===== src/rtl/contagem_regressiva_if.sv =====
// Command and display bundle between the game controller and the countdown timer.
// The master drives the strobes and load values; the slave returns the BCD digits and status flags.
interface contagem_regressiva_if;
  logic       tick_1s;
  logic       load;
  logic [7:0] min_in;
  logic [7:0] sec_in;
  logic       start;
  logic       pause;
  logic       defuse;
  logic [3:0] min_t;
  logic [3:0] min_u;
  logic [3:0] seg_t;
  logic [3:0] seg_u;
  logic       armed;
  logic       warning;
  logic       exploded;
  logic       defused;
  logic       beep;
  logic       load_err;

  modport master (
    output tick_1s, load, min_in, sec_in, start, pause, defuse,
    input  min_t, min_u, seg_t, seg_u, armed, warning, exploded, defused, beep, load_err
  );

  modport slave (
    input  tick_1s, load, min_in, sec_in, start, pause, defuse,
    output min_t, min_u, seg_t, seg_u, armed, warning, exploded, defused, beep, load_err
  );
endinterface


===== src/rtl/contagem_regressiva.sv =====
// Bomb countdown timer: MM:SS held as four BCD digits, decremented once per tick_1s while armed.
// Command priority per cycle is load > defuse > pause > start > tick_1s; all outputs are registered.
module contagem_regressiva #(
  parameter int WARN_SECS = 10,
  parameter int LOAD_MIN  = 1,
  parameter int LOAD_SEC  = 0
) (
  input  logic                  clk,
  input  logic                  reset,
  contagem_regressiva_if.slave  bus
);

  typedef enum logic [2:0] {
    ST_IDLE     = 3'd0,
    ST_ARMED    = 3'd1,
    ST_PAUSED   = 3'd2,
    ST_EXPLODED = 3'd3,
    ST_DEFUSED  = 3'd4
  } state_t;

  localparam logic [15:0] RST_TIME = {4'(LOAD_MIN / 10), 4'(LOAD_MIN % 10),
                                      4'(LOAD_SEC / 10), 4'(LOAD_SEC % 10)};
  localparam logic [6:0]  WARN_LIM = 7'(WARN_SECS);

  // A load is only legal when every nibble is a decimal digit and the seconds tens digit is 0..5.
  function automatic logic load_ok(input logic [7:0] mi, input logic [7:0] si);
    logic ok;
    ok = 1'b1;
    if (mi[7:4] > 4'd9) ok = 1'b0;
    else ok = ok;
    if (mi[3:0] > 4'd9) ok = 1'b0;
    else ok = ok;
    if (si[7:4] > 4'd5) ok = 1'b0;
    else ok = ok;
    if (si[3:0] > 4'd9) ok = 1'b0;
    else ok = ok;
    return ok;
  endfunction

  // One-second BCD decrement with the seconds/minutes borrow chain; never called at 00:00.
  function automatic logic [15:0] time_dec(input logic [15:0] t);
    logic [3:0] mt, mu, st, su;
    {mt, mu, st, su} = t;
    if (su != 4'd0) begin
      su = su - 4'd1;
    end else begin
      su = 4'd9;
      if (st != 4'd0) begin
        st = st - 4'd1;
      end else begin
        st = 4'd5;
        if (mu != 4'd0) begin
          mu = mu - 4'd1;
        end else begin
          mu = 4'd9;
          mt = mt - 4'd1;
        end
      end
    end
    return {mt, mu, st, su};
  endfunction

  state_t      state_r, state_s;
  logic [15:0] time_r, time_s;
  logic        beep_r, beep_s;
  logic        load_err_r, load_err_s;
  logic        armed_r, exploded_r, defused_r, warning_r;
  logic        warn_s;
  logic [6:0]  sec_bin_s;
  logic        active_s;

  // Next state, next digits and single-cycle pulses from the prioritised command set.
  always_comb begin
    state_s    = state_r;
    time_s     = time_r;
    beep_s     = 1'b0;
    load_err_s = 1'b0;
    active_s   = (state_r == ST_ARMED) || (state_r == ST_PAUSED);
    if (bus.load) begin
      // An invalid load still consumes the cycle: nothing lower-priority is acted on.
      if (load_ok(bus.min_in, bus.sec_in)) begin
        time_s  = {bus.min_in, bus.sec_in};
        state_s = ST_IDLE;
      end else begin
        load_err_s = 1'b1;
      end
    end else if (bus.defuse) begin
      if (active_s) state_s = ST_DEFUSED;
      else          state_s = state_r;
    end else if (bus.pause) begin
      if (state_r == ST_ARMED) state_s = ST_PAUSED;
      else                     state_s = state_r;
    end else if (bus.start) begin
      if (((state_r == ST_IDLE) || (state_r == ST_PAUSED)) && (time_r != 16'h0000)) state_s = ST_ARMED;
      else                                                                          state_s = state_r;
    end else if (bus.tick_1s && (state_r == ST_ARMED)) begin
      time_s = time_dec(time_r);
      beep_s = 1'b1;
      if (time_r == 16'h0001) state_s = ST_EXPLODED;
      else                    state_s = state_r;
    end else begin
      state_s = state_r;
    end
  end

  // Warning compare looks at the registered time so the flag trails the digits by one edge.
  always_comb begin
    sec_bin_s = 7'(time_r[7:4]) * 7'd10 + 7'(time_r[3:0]);
    warn_s    = 1'b0;
    if ((state_r == ST_ARMED) && (time_r[15:8] == 8'h00) && (sec_bin_s <= WARN_LIM)) warn_s = 1'b1;
    else                                                                             warn_s = 1'b0;
  end

  // State, digits and every output flag register.
  always_ff @(posedge clk or negedge reset) begin
    if (!reset) begin
      state_r    <= ST_IDLE;
      time_r     <= RST_TIME;
      beep_r     <= 1'b0;
      load_err_r <= 1'b0;
      armed_r    <= 1'b0;
      exploded_r <= 1'b0;
      defused_r  <= 1'b0;
      warning_r  <= 1'b0;
    end else begin
      state_r    <= state_s;
      time_r     <= time_s;
      beep_r     <= beep_s;
      load_err_r <= load_err_s;
      armed_r    <= (state_s == ST_ARMED);
      exploded_r <= (state_s == ST_EXPLODED);
      defused_r  <= (state_s == ST_DEFUSED);
      warning_r  <= warn_s;
    end
  end

  assign bus.min_t    = time_r[15:12];
  assign bus.min_u    = time_r[11:8];
  assign bus.seg_t    = time_r[7:4];
  assign bus.seg_u    = time_r[3:0];
  assign bus.armed    = armed_r;
  assign bus.warning  = warning_r;
  assign bus.exploded = exploded_r;
  assign bus.defused  = defused_r;
  assign bus.beep     = beep_r;
  assign bus.load_err = load_err_r;

endmodule


===== src/flat_wrapper.sv =====
// flat-port wrapper written by rule: the top's interface ports become plain ports
module contagem_regressiva_flat 
#(
  parameter int WARN_SECS = 10,
  parameter int LOAD_MIN  = 1,
  parameter int LOAD_SEC  = 0
)
  (clk, reset, bus_tick_1s, bus_load, bus_min_in, bus_sec_in, bus_start, bus_pause, bus_defuse, bus_min_t, bus_min_u, bus_seg_t, bus_seg_u, bus_armed, bus_warning, bus_exploded, bus_defused, bus_beep, bus_load_err);
  contagem_regressiva_if bus_i ();
  input  logic clk;
  input  logic reset;
  input wire logic [$bits(bus_i.tick_1s)-1:0] bus_tick_1s;
  input wire logic [$bits(bus_i.load)-1:0] bus_load;
  input wire logic [$bits(bus_i.min_in)-1:0] bus_min_in;
  input wire logic [$bits(bus_i.sec_in)-1:0] bus_sec_in;
  input wire logic [$bits(bus_i.start)-1:0] bus_start;
  input wire logic [$bits(bus_i.pause)-1:0] bus_pause;
  input wire logic [$bits(bus_i.defuse)-1:0] bus_defuse;
  output wire logic [$bits(bus_i.min_t)-1:0] bus_min_t;
  output wire logic [$bits(bus_i.min_u)-1:0] bus_min_u;
  output wire logic [$bits(bus_i.seg_t)-1:0] bus_seg_t;
  output wire logic [$bits(bus_i.seg_u)-1:0] bus_seg_u;
  output wire logic [$bits(bus_i.armed)-1:0] bus_armed;
  output wire logic [$bits(bus_i.warning)-1:0] bus_warning;
  output wire logic [$bits(bus_i.exploded)-1:0] bus_exploded;
  output wire logic [$bits(bus_i.defused)-1:0] bus_defused;
  output wire logic [$bits(bus_i.beep)-1:0] bus_beep;
  output wire logic [$bits(bus_i.load_err)-1:0] bus_load_err;
  assign bus_i.tick_1s = bus_tick_1s;
  assign bus_i.load = bus_load;
  assign bus_i.min_in = bus_min_in;
  assign bus_i.sec_in = bus_sec_in;
  assign bus_i.start = bus_start;
  assign bus_i.pause = bus_pause;
  assign bus_i.defuse = bus_defuse;
  assign bus_min_t = bus_i.min_t;
  assign bus_min_u = bus_i.min_u;
  assign bus_seg_t = bus_i.seg_t;
  assign bus_seg_u = bus_i.seg_u;
  assign bus_armed = bus_i.armed;
  assign bus_warning = bus_i.warning;
  assign bus_exploded = bus_i.exploded;
  assign bus_defused = bus_i.defused;
  assign bus_beep = bus_i.beep;
  assign bus_load_err = bus_i.load_err;
  contagem_regressiva #(.WARN_SECS(WARN_SECS), .LOAD_MIN(LOAD_MIN), .LOAD_SEC(LOAD_SEC)) u_core (.clk(clk), .reset(reset), .bus(bus_i));
endmodule

===== config.mk =====
export PLATFORM = sky130hd
export DESIGN_NAME = contagem_regressiva_flat
export DESIGN_NICKNAME = d
export VERILOG_FILES = /design/src/rtl/contagem_regressiva_if.sv /design/src/rtl/contagem_regressiva.sv /design/src/flat_wrapper.sv
export SDC_FILE = /design/constraint.sdc
export NUM_CORES = 1
export LEC_CHECK = 0
export ABC_CLOCK_PERIOD_IN_PS = 3700
export BUFFER_PORTS_ARGS = -buffer_cell sky130_fd_sc_hd__buf_2
export CORE_UTILIZATION = 50
export DETAILED_ROUTE_END_ITERATION = 8
export PLACE_DENSITY_LB_ADDON = 0.25
export REMOVE_ABC_BUFFERS = 1
export SETUP_SLACK_MARGIN = 0.5
export SYNTH_ARGS = -nofsm -noshare
export SYNTH_HDL_FRONTEND = slang
export SYNTH_SLANG_ARGS = --single-unit

===== constraint.sdc =====
create_clock -name clk -period 3.7 [get_ports clk]
set_input_delay 0.185 -clock clk [delete_from_list [all_inputs] [get_ports clk]]
set_output_delay 0.185 -clock clk [all_outputs]
set_load 0.02 [all_outputs]

==> key figures <==
Run status
  • Status: finished clean

Final layout
  • Fillers: about 330
  • Layout cells sized above 1: roughly a quarter
  • Nets: roughly 270
  • Ant diodes: 0
  • Commonest non-fill, non-tap cell in the layout: buf_2
  • Area growth from synthesis to layout: 15.67%
  • Most frequent cells in the layout: buf_2, o21ai_0, dfrtp_1, a21oi_1, nor2_1
  • Fin cells: approximately 290
  • Post-route cell area: approximately 2000 µm²

Clocking
  • Cts hold-fix bufs: 1
  • CTS sink cnt: 25
  • Root Driver: clkbuf_4
  • Clk buf depth: 2
  • Total CTS buffers: 3
  • Worst-path clk slew: between 0.1 and 0.15 ns
  • CTS tree: built
  • Post-CTS Resized: 0
  • Worst-Skew Late Latency: about 0.32 ns
  • Setup bufs post-CTS: 0
  • H-tree levels: 1

Die
  • Die area: approximately 3700 µm²
  • I/O pin count: 45
  • Num rows: 21
  • Starting Density: 52.42%
  • Die X: between 60 and 70 µm
  • Core area: 3337 µm²
  • Die Y: around 60 µm

STA
  • Total Neg Setup Slack: 0 ns
  • Max-slew violation count: 0
  • Hold Fails Final Rpt: 0
  • Worst-Margin Slew: 0.7044 ns
  • Fin crit period: 2.448 ns
  • Endpoints failing setup: 0
  • RSZ-0062 raised after global routing: no
  • Tcrit/Tclk final: around 66%
  • Relative slew margins: a little over half
  • Fmax: slightly above 0.4 GHz
  • Worst Skew: 0.004023 ns

Min path
  • Hold path depth: 3
  • Hold Path Origin: bus_sec_in[0]
  • Hold Crit Class: input port to register
  • Hold Path Sink: u_core.time_r[0]$_DFFE_PN0P_

Route
  • Total Wirelength: roughly 4200 µm
  • Antenna Violating Nets Remaining: 0
  • Vias after detailed routing: approximately 1600
  • DR DRC count: 0
  • Routed length per instance: 14.52 µm
  • DRT iter0 DRCs: 104
  • Via-to-Cell Ratio: 5.720
  • DR pass1 iterations: 4

Place
  • HPWL after DPL: between 3000 and 4000 µm
  • DP Area: slightly below 2000 µm²
  • GPL Wtd Cong: 0.8349
  • Input/output buffers: 44
  • Placed cell count: 281

Synth
  • Asr flop ratio synth: between 90% and 100%
  • Number of synthesized register bits: 25
  • Predominant post-synthesis flop cell: dfrtp_1
  • Post-synthesis cell type count: 58
  • Syn Inst Count: roughly 200
  • Seq/Total Area, Yosys: between 30% and 40%
  • Synth Area per Inst: between 8 and 9 µm²
  • Synth Cell Area: about 1700 µm²
  • Post-synth EDFFs: 0
  • Number of synthesis warnings: 0

Global routing
  • Largest net degree at the start of global routing: 35
  • Initial antenna violation count: 0
  • GR Util All Layers: 24.33%
  • First-pass GRT wire length: 6727 µm
  • Vias in the first global route: around 1500
  • GRT overflow: 0

Worst setup path
  • R2r endpoint: u_core.bus.warning$_DFF_PN0_
  • Critical path type: register to register
  • Worst Path Required: ~4.0 ns
  • Crit path max fanout: 9
  • Worst Path Arrival: between 2 and 3 ns
  • Reg2Reg Launch Point: u_core.time_r[5]$_DFFE_PN0P_
  • Setup crit start kind: register
  • Flop2flop setup slack: ~1.3 ns
  • Reg2reg path depth: 6
  • Setup crit end kind: register

Job
  • Max-Cap Viols: 0

Power and ir drop
  • PwrDens: roughly 570 nW/µm²
  • Lkg Pwr: approximately 0.95 nW
  • Peak supply drop: around 310 µV
synthesized netlist by cell type (4+ instances only):
master   count  area share (%)
buf_2        4             1.1
o21ai_0     25             7.2
dfrtp_1     24              34
a21oi_1     21             6.0
nand2_1     16             3.4
o22ai_1      5             1.8
inv_1        9             1.9
ha_1         8             5.7
nor2_1      17             3.6
and3_1       4             1.4
nor3_1       6             1.7
stage by stage:
| step | total power, W | util, % | hold slack [ns] | setup slack (ns) |
|---|---|---|---|---|
| finish | 0.001143 | 60.63 | 0.1547 | 1.252 |
| global route | 0.001235 | 60.63 | 0.1402 | 1.146 |
| CTS | 0.001146 | 60.63 | 0.1487 | 1.247 |
| detailed placement | 0.001018 | 59.54 | 0.2180 | 1.274 |
| global placement | 0.001007 | 59.54 | 0.2101 | 1.321 |
| floorplan | 0.0008460 | - | -0.1106 | 1.274 |
registers in the layout (all words and copies together), names as in the netlist:
name	flops
u_core.state_r	3
u_core.bus.beep	1
u_core.bus.warning	1
u_core.bus.defused	1
u_core.bus.armed	1
u_core.time_r	16
u_core.bus.load_err	1
u_core.bus.exploded	1
where the power goes:
part	leakage, nW	switching (W)	internal, W	total [W]
sequential	0.318	0.000125	0.000339	0.000465
combinational	0.616	0.000318	0.000234	0.000552
clock	0.0150	0.0000845	0.0000421	0.000127
final cells by class:
class | count | area [µm²] | area share (%)
sequential | 25 | 626.9 | 30.98
inverter | 10 | 37.54 | 1.855
timing repair buffer | 46 | 237.7 | 11.75
multi-input combinational | 155 | 1037 | 51.27
clock buffer | 4 | 26.28 | 1.299
tap | 46 | 57.56 | 2.845
worst max-delay path: stages, from the launching register on:
cell and delay [ns]:
dfrtp_1 0.51, ha_1 0.34, ha_1 0.20, inv_1 0.06, fa_1 0.45, or4b_2 0.68, a21oi_1 0.15
worst max-delay path by stage:
stage / cells past startpoint / to / startpoint / slack, ns
final: 6 / u_core.bus.warning$_DFF_PN0_ / u_core.time_r[5]$_DFFE_PN0P_ / 1.25
after floorplan: 6 / u_core.bus.warning$_DFF_PN0_ / u_core.time_r[5]$_DFFE_PN0P_ / 1.27
after global routing: 6 / u_core.bus.warning$_DFF_PN0_ / u_core.time_r[5]$_DFFE_PN0P_ / 1.15
after CTS: 6 / u_core.bus.warning$_DFF_PN0_ / u_core.time_r[5]$_DFFE_PN0P_ / 1.25
after detailed placement: 6 / u_core.bus.warning$_DFF_PN0_ / u_core.time_r[5]$_DFFE_PN0P_ / 1.27
after global placement: 6 / u_core.bus.warning$_DFF_PN0_ / u_core.time_r[5]$_DFFE_PN0P_ / 1.32
kinds of logic (layout without fill, tap and decap cells):
kind of cell / Yosys count / count (layout) / share of synthesized area, %
compound gates: 73 / 73 / 25.68
xor+xnor: 4 / 4 / 2.003
fa+ha+maj: 10 / 10 / 8.012
buf+inv: 19 / 60 / 4.863
flops: 25 / 25 / 35.84
mux: 3 / 3 / 1.788
simple gates: 65 / 65 / 21.82
metal layers:
layer | track usage (%) | vias to the layer above | wire [µm]
li1 | - | 820 | -
met1 | 32.63 | 773 | 1924
met2 | 40.99 | 39 | 2042
met3 | 2.941 | 4 | 148
met4 | 7.792 | 0 | 36
met5 | 0 | - | 0
No activity file was read; power rests on OpenSTA's default activity.
